## src/rtl/div_unit.sv

```systemverilog
// Iterative restoring divider for DIV/DIVU: one quotient bit per cycle, {rem, quo} result.
// Operands are captured as magnitudes on accept; signs are reapplied on the final iteration.
module div_unit #(
  parameter int DATA_W = 32
) (
  input  logic                  clk,
  input  logic                  rst,
  input  logic                  start_i,
  input  logic                  annul_i,
  input  logic                  signed_div_i,
  input  logic [DATA_W-1:0]     opdata1_i,
  input  logic [DATA_W-1:0]     opdata2_i,
  output logic [2*DATA_W-1:0]   result_o,
  output logic                  ready_o
);

  localparam int CW = $clog2(DATA_W + 1);

  typedef enum logic [1:0] {FREE, BYZERO, ON, END} state_t;

  state_t              state, state_nxt;
  logic [CW-1:0]       cnt, cnt_nxt;
  logic [DATA_W-1:0]   dvd, dvd_nxt;
  logic [DATA_W-1:0]   dsr, dsr_nxt;
  logic [DATA_W-1:0]   rem, rem_nxt;
  logic [DATA_W-1:0]   quo, quo_nxt;
  logic                neg_q, neg_q_nxt;
  logic                neg_r, neg_r_nxt;
  logic [2*DATA_W-1:0] result_nxt;
  logic                ready_nxt;

  // Trial subtraction: remainder stays below the divisor, so the shifted value fits W+1 bits.
  logic [DATA_W:0]     shifted;
  logic [DATA_W:0]     diff;
  logic                borrow;
  logic [DATA_W-1:0]   rem_new;
  logic [DATA_W-1:0]   quo_new;

  assign shifted           = {rem, dvd[DATA_W-1]};
  assign {borrow, diff}    = {1'b0, shifted} - {2'b00, dsr};
  assign rem_new           = borrow ? shifted[DATA_W-1:0] : diff[DATA_W-1:0];
  assign quo_new           = {quo[DATA_W-2:0], ~borrow};

  always_comb begin
    state_nxt  = state;
    cnt_nxt    = cnt;
    dvd_nxt    = dvd;
    dsr_nxt    = dsr;
    rem_nxt    = rem;
    quo_nxt    = quo;
    neg_q_nxt  = neg_q;
    neg_r_nxt  = neg_r;
    result_nxt = '0;
    ready_nxt  = 1'b0;
    case (state)
      FREE: begin
        if (start_i && !annul_i) begin
          if (opdata2_i == '0) begin
            state_nxt = BYZERO;
          end else begin
            state_nxt = ON;
            cnt_nxt   = '0;
            dvd_nxt   = (signed_div_i && opdata1_i[DATA_W-1]) ? -opdata1_i : opdata1_i;
            dsr_nxt   = (signed_div_i && opdata2_i[DATA_W-1]) ? -opdata2_i : opdata2_i;
            rem_nxt   = '0;
            quo_nxt   = '0;
            neg_q_nxt = signed_div_i && (opdata1_i[DATA_W-1] ^ opdata2_i[DATA_W-1]);
            neg_r_nxt = signed_div_i && opdata1_i[DATA_W-1];
          end
        end
      end
      ON: begin
        if (annul_i || !start_i) begin
          state_nxt = FREE;
        end else begin
          rem_nxt = rem_new;
          quo_nxt = quo_new;
          dvd_nxt = dvd << 1;
          cnt_nxt = cnt + CW'(1);
          // Last bit: fold sign correction into the result register on the same edge.
          if (cnt == CW'(DATA_W - 1)) begin
            state_nxt  = END;
            ready_nxt  = 1'b1;
            result_nxt = {(neg_r ? -rem_new : rem_new), (neg_q ? -quo_new : quo_new)};
          end
        end
      end
      BYZERO: begin
        if (annul_i) begin
          state_nxt = FREE;
        end else begin
          state_nxt = END;
          ready_nxt = 1'b1;
        end
      end
      END: begin
        if (annul_i || !start_i) begin
          state_nxt = FREE;
        end else begin
          ready_nxt  = 1'b1;
          result_nxt = result_o;
        end
      end
      default: state_nxt = FREE;
    endcase
  end

  always_ff @(posedge clk or negedge rst) begin
    if (!rst) begin
      state    <= FREE;
      cnt      <= '0;
      dvd      <= '0;
      dsr      <= '0;
      rem      <= '0;
      quo      <= '0;
      neg_q    <= 1'b0;
      neg_r    <= 1'b0;
      result_o <= '0;
      ready_o  <= 1'b0;
    end else begin
      state    <= state_nxt;
      cnt      <= cnt_nxt;
      dvd      <= dvd_nxt;
      dsr      <= dsr_nxt;
      rem      <= rem_nxt;
      quo      <= quo_nxt;
      neg_q    <= neg_q_nxt;
      neg_r    <= neg_r_nxt;
      result_o <= result_nxt;
      ready_o  <= ready_nxt;
    end
  end

endmodule

```

## config.mk

```make
export PLATFORM = sky130hd
export DESIGN_NAME = div_unit
export DESIGN_NICKNAME = d
export VERILOG_FILES = /design/src/rtl/div_unit.sv
export SDC_FILE = /design/constraint.sdc
export NUM_CORES = 1
export LEC_CHECK = 0
export CORE_MARGIN = 4
export CORE_UTILIZATION = 53
export DETAILED_ROUTE_END_ITERATION = 7
export MAX_ROUTING_LAYER = met4
export PLACE_DENSITY = 0.82
export SLEW_MARGIN = 20
export SYNTH_ARGS = -nofsm -noshare
export SYNTH_HDL_FRONTEND = slang
export SYNTH_SLANG_ARGS = --single-unit
```

## constraint.sdc

```tcl
create_clock -name clk -period 4.9 [get_ports clk]
set_clock_uncertainty 0.05 [all_clocks]
set_input_delay 0.98 -clock clk [delete_from_list [all_inputs] [get_ports clk]]
set_output_delay 0.98 -clock clk [all_outputs]
set_load 0.1 [all_outputs]
```

* Yosys cells after proc, flatten, opt, wreduce, memory -nomap -nowiden
Index checks and enable logic that the tools add are counted.
Widths: inputs -> output; s select.
** Storage, ports and cells
- Register bits :: 202
- Input port bits :: 69
- Output and inout port bits :: 65
- Logic and storage cells :: 76
** Operators by class
- $add $sub $neg :: 6
- Equal/unequal tests :: 9
- Multiplexer cells :: 35
- Bitwise gates (word level) :: 3
- Reductions and logical operators :: 13
** Operators with widths (count)
- $mux 32 :: 11
- $mux 64 :: 3
- $neg 32->32 :: 4
- $pmux 32 s2 :: 2
- $pmux 64 s2 :: 1
- $pmux 31 s2 :: 1
- $sub 33x32->34 :: 1
- $logic_not 32->1 :: 1
- $mux 31 :: 1
- $mux 6 :: 3
- $mux 2 :: 6
- $pmux 6 s2 :: 1
- $ne 2x2->1 const B :: 4
- $pmux 2 s4 :: 1
- $add 6x1->6 const B :: 1
- $eq 6x5->1 const B :: 1
- $reduce_and 3->1 :: 2
- $eq 2x2->1 const B :: 2
- $logic_and 1x1->1 :: 4
- $mux 1 :: 4
- $reduce_and 4->1 :: 1
- $ne 3x3->1 const B :: 1
- $pmux 1 s3 :: 1
- $eq 2x1->1 const B :: 1
- 6 further kinds :: 8

* Depth between registers and ports, before layout
- Word-level depth :: 7
- Mapped depth :: 23
- Mapped depth without buffers :: 18

* Least setup slack after synthesis
No wires, ideal clock.
- Kind :: reg2reg
- Start :: register rem[9]
- End :: register result_o[62]
- Setup time :: 0.130 ns
- Data arrival time :: 4.926 ns
- Data required time :: 4.720 ns
- Setup slack :: -0.205 ns
- Cell stages (with the launch flop) :: 22
- Buffers on the path :: 5
- Period minus slack after synthesis :: 5.105 ns
- Path through :: dfrtp_1 -> ha_1 -> buf_2 -> nand4_1 -> a211o_1 -> a31o_2 -> nand2_1 -> clkbuf_2 -> buf_2 -> buf_2 -> buf_2 -> nand2_1 -> o21ai_0 -> ha_1 -> inv_1 -> or4_1 -> mux2_4 -> o21bai_1 -> or4b_4 -> o31ai_2 -> xor2_1 -> o21ai_1
** Between the ends
- Cells in the longest elaborated chain, start to end :: 7
** RTL lines
- start, declared :: line 25 : logic [DATA_W-1:0] rem, rem_nxt;
- start signal, assigned :: line 125 : rem <= rem_nxt;
- $sub 33x32->34 :: line 40 : assign {borrow, diff} = {1'b0, shifted} - {2'b00, dsr};
- $mux 32 * :: line 41 : assign rem_new = borrow ? shifted[DATA_W-1:0] : diff[DATA_W-1:0];
- $neg 32->32 :: line 84 : result_nxt = {(neg_r ? -rem_new : rem_new), (neg_q ? -quo_new : quo_new)};
- $mux 32 * :: line 84
- $mux 64 * :: line 81 : if (cnt == CW'(DATA_W - 1)) begin
- $mux 64 * :: line 73 : if (annul_i || !start_i) begin
- $pmux 64 s2 * :: line 55 : case (state)
- end signal, assigned :: line 129 : result_o <= result_nxt;
- end, declared :: line 13 : output logic [2*DATA_W-1:0] result_o,
Mark *: on every way between the ends. The rest lies on a longest branch, timed or not.
A chain may end at the register's enable or synchronous reset.

* Worst setup path after layout
- Start :: register rem[25]
- End :: register result_o[62]
Same word-level chain as after synthesis.

==> flow_summary.toml <==
[die]
die_area_um2 = 27400
num_rows = 57
core_area_um2 = 24300
die_height_um = 165
start_util = 0.540
io_pins = 134
chipWidth_um = 165

[detailed_routing]
drt-total-wl_um = 36100
routedWlPerCell_um = 17.8
drt_iter0_drc = 1206
drc = 0
firstDrtPassIters = 6
viasPerCell = 6.05
via_count = 12300
antenna_left = 0

[logic_synthesis]
synthArstFlopShare = 1.00
yosys_warnings = 0
avgSynthCellArea_um2 = 8.31
yosysTopAreaCell = "dfrtp_1"
synthMostInstantiatedCell = "nand2_1"
synth_edf_count = 0
netlist_area_um2 = 13100
yosysUniqueCellTypes = 80
synth_top_flop_cell = "dfrtp_1"
synth_cells = 1580
synth_common_cells = "nand2_1, o21ai_0, dfrtp_1, nor2_1, a21oi_1"
ys_seq_elements = 202
ys_seq_area_frac = 0.385
synth.area.top_cells = "dfrtp_1, o21ai_0, nand2_1"
netlist.area_leader.share = 0.385
syn_nets = 1687

[cts]
cts_resized = 0
numCtsBuffers = 23
cts_hold_buffers = 0
max-clock-path-buffers = 3
root_buffer = "clkbuf_16"
tritoncts = "built"
h-tree-depth = 1
clock_latency_ns = 0.54
clk_pin_slew_ns = 0.06
numClockSinks = 202
post_cts.repair.setup_buffers = 0

[cells_and_area]
finalNonFillerCells = 2031
fin_area_um2 = 15600
nNetsFinal = 1797
fin_util = 0.643
nFillCells = 2041
syn2layout_area_growth_pct = 19.0
drive_gt1_frac = 0.0598

[min_path]
holdPathEnd = "result_o[28]"
holdPathStages = 2
min_path_type = "register to register"
worstHoldStart = "result_o[28]"

[grt]
grt_first_pass_wirelength_um = 58400
antenna_found_initial = 1
grt_pass1_vias = 11300
grt_overflow = 0
grtUsageTotal = 0.269
grt_max_degree = 78

[placement]
place.gp.congestion = 0.964
placed_cells = 1989
io_buffer_count = 133
post-place-ws_ns = 0.301
placed_area_um2 = 14900
hpwl_um = 26600

[timing]
drv_slew = 0
worstMarginPinSlew_ns = 1.04
period_needed_ns = 4.65
grt_setup_unrepaired = "false"
hold_violations = 0
fin_setup_tns_ns = 0
whs_ns = 0.424
period_share = 0.950
setup_viol = 0
slew_headroom = 0.306
max_freq_mhz = 215
setup_slack_ns = 0.246

[setup_path]
reg2reg_to = "result_o[62]"
worstSetupPathType = "register to register"
cp_max_fo = 8
r2r_start = "rem[25]"
cp.required_ns = 5.27
cp-end-kind = "register"
crit_path_start_kind = "register"
ff2ff_setup_slack_ns = 0.25
cp_data_arrival_time_ns = 5.02
ff2ff_path_depth = 16

[pwr]
ir_drop_uv = 211
powerDensity_nw_per_um2 = 297
total_power_mw = 4.64
leakagePower_nw = 6.75

[outcome]
outcome = "completed"

[run]
max-cap-violations = 0
## per-layer routing
metal / global-route usage / vias up / routed length [um] / share of wire
met5: - / - / 0 / 0
met4: 0.0581 / 0 / 792 / 0.022
met3: 0.0387 / 63 / 3000 / 0.083
met2: 0.399 / 515 / 15900 / 0.44
met1: 0.394 / 5834 / 16400 / 0.45
li1: - / 5876 / - / -
## flip-flops by register name, summed over array words and instances (netlist names)
register  count
dvd          32
quo          31
dsr          32
cnt           6
neg_r         1
state         2
rem          32
ready_o       1
result_o     64
neg_q         1
## placed cells by master (no fill, tap or decap), types with 18 or more instances in the layout
master           Yosys  routed
nand2_1            245     243
o21ai_0            207     205
dfrtp_1            202     202
clkdlybuf4s50_1      0     132
nor2_1             113     111
a21oi_1             98      98
xor2_1              74      74
xnor2_1             63      63
inv_1               51      51
nor3_1              37      37
ha_1                37      37
buf_4                1      35
a22o_1              34      34
clkbuf_16            0      23
or3_1               21      21
nand3_1             20      20
o31ai_1             19      19
mux2i_1             18      18
## worst max path at each step
stage,from,end,slack (ns),depth (start not counted)
global placement,rem[25],result_o[62],0.42,16
CTS,rem[22],result_o[62],0.29,17
finish,rem[25],result_o[62],0.25,16
detailed placement,rem[22],result_o[62],0.30,17
global route,rem[22],result_o[62],0.02,17
floorplan,rem[9],result_o[62],0.02,21
## critical path, stage by stage, from the launching register on
cell      delay, ns
dfrtp_1        0.42
ha_1           0.40
a21o_1         0.25
a21o_1         0.18
a21oi_1        0.29
o221a_2        0.30
nand2_2        0.10
o21ai_1        0.23
ha_1           0.22
inv_1          0.08
or4_1          0.53
mux2_4         0.28
o21bai_1       0.19
or4b_4         0.51
o31ai_2        0.28
xor2_1         0.18
o21ai_1        0.07
## logic make-up after synthesis
kind of cell	count (synthesis)	synth area share
AO/OA/AOI/OAI	505	0.241
XOR/XNOR	137	0.0914
adder cells (fa/ha/maj)	38	0.0368
buffers and inverters	137	0.0415
flip-flops	202	0.385
multiplexers	19	0.0149
AND/OR/NAND/NOR	542	0.190
## final cells by class
class	count	area, um^2	area share
Antenna cell	1	2.50	0.000160
Clock buffer	30	632	0.0404
Multi-Input combinational cell	1241	7570	0.484
Tap cell	324	405	0.0259
Clock inverter	11	136	0.00872
Sequential cell	202	5050	0.323
Inverter	52	195	0.0125
Timing Repair Buffer	170	1640	0.105
## report_power, final
| group | internal, mW | switching, mW |
|---|---|---|
| logic | 0.400 | 0.645 |
| clock network | 1.03 | 0.730 |
| registers | 1.77 | 0.0694 |
| total | 3.20 | 1.44 |
No activity file was read; power rests on OpenSTA's default activity.
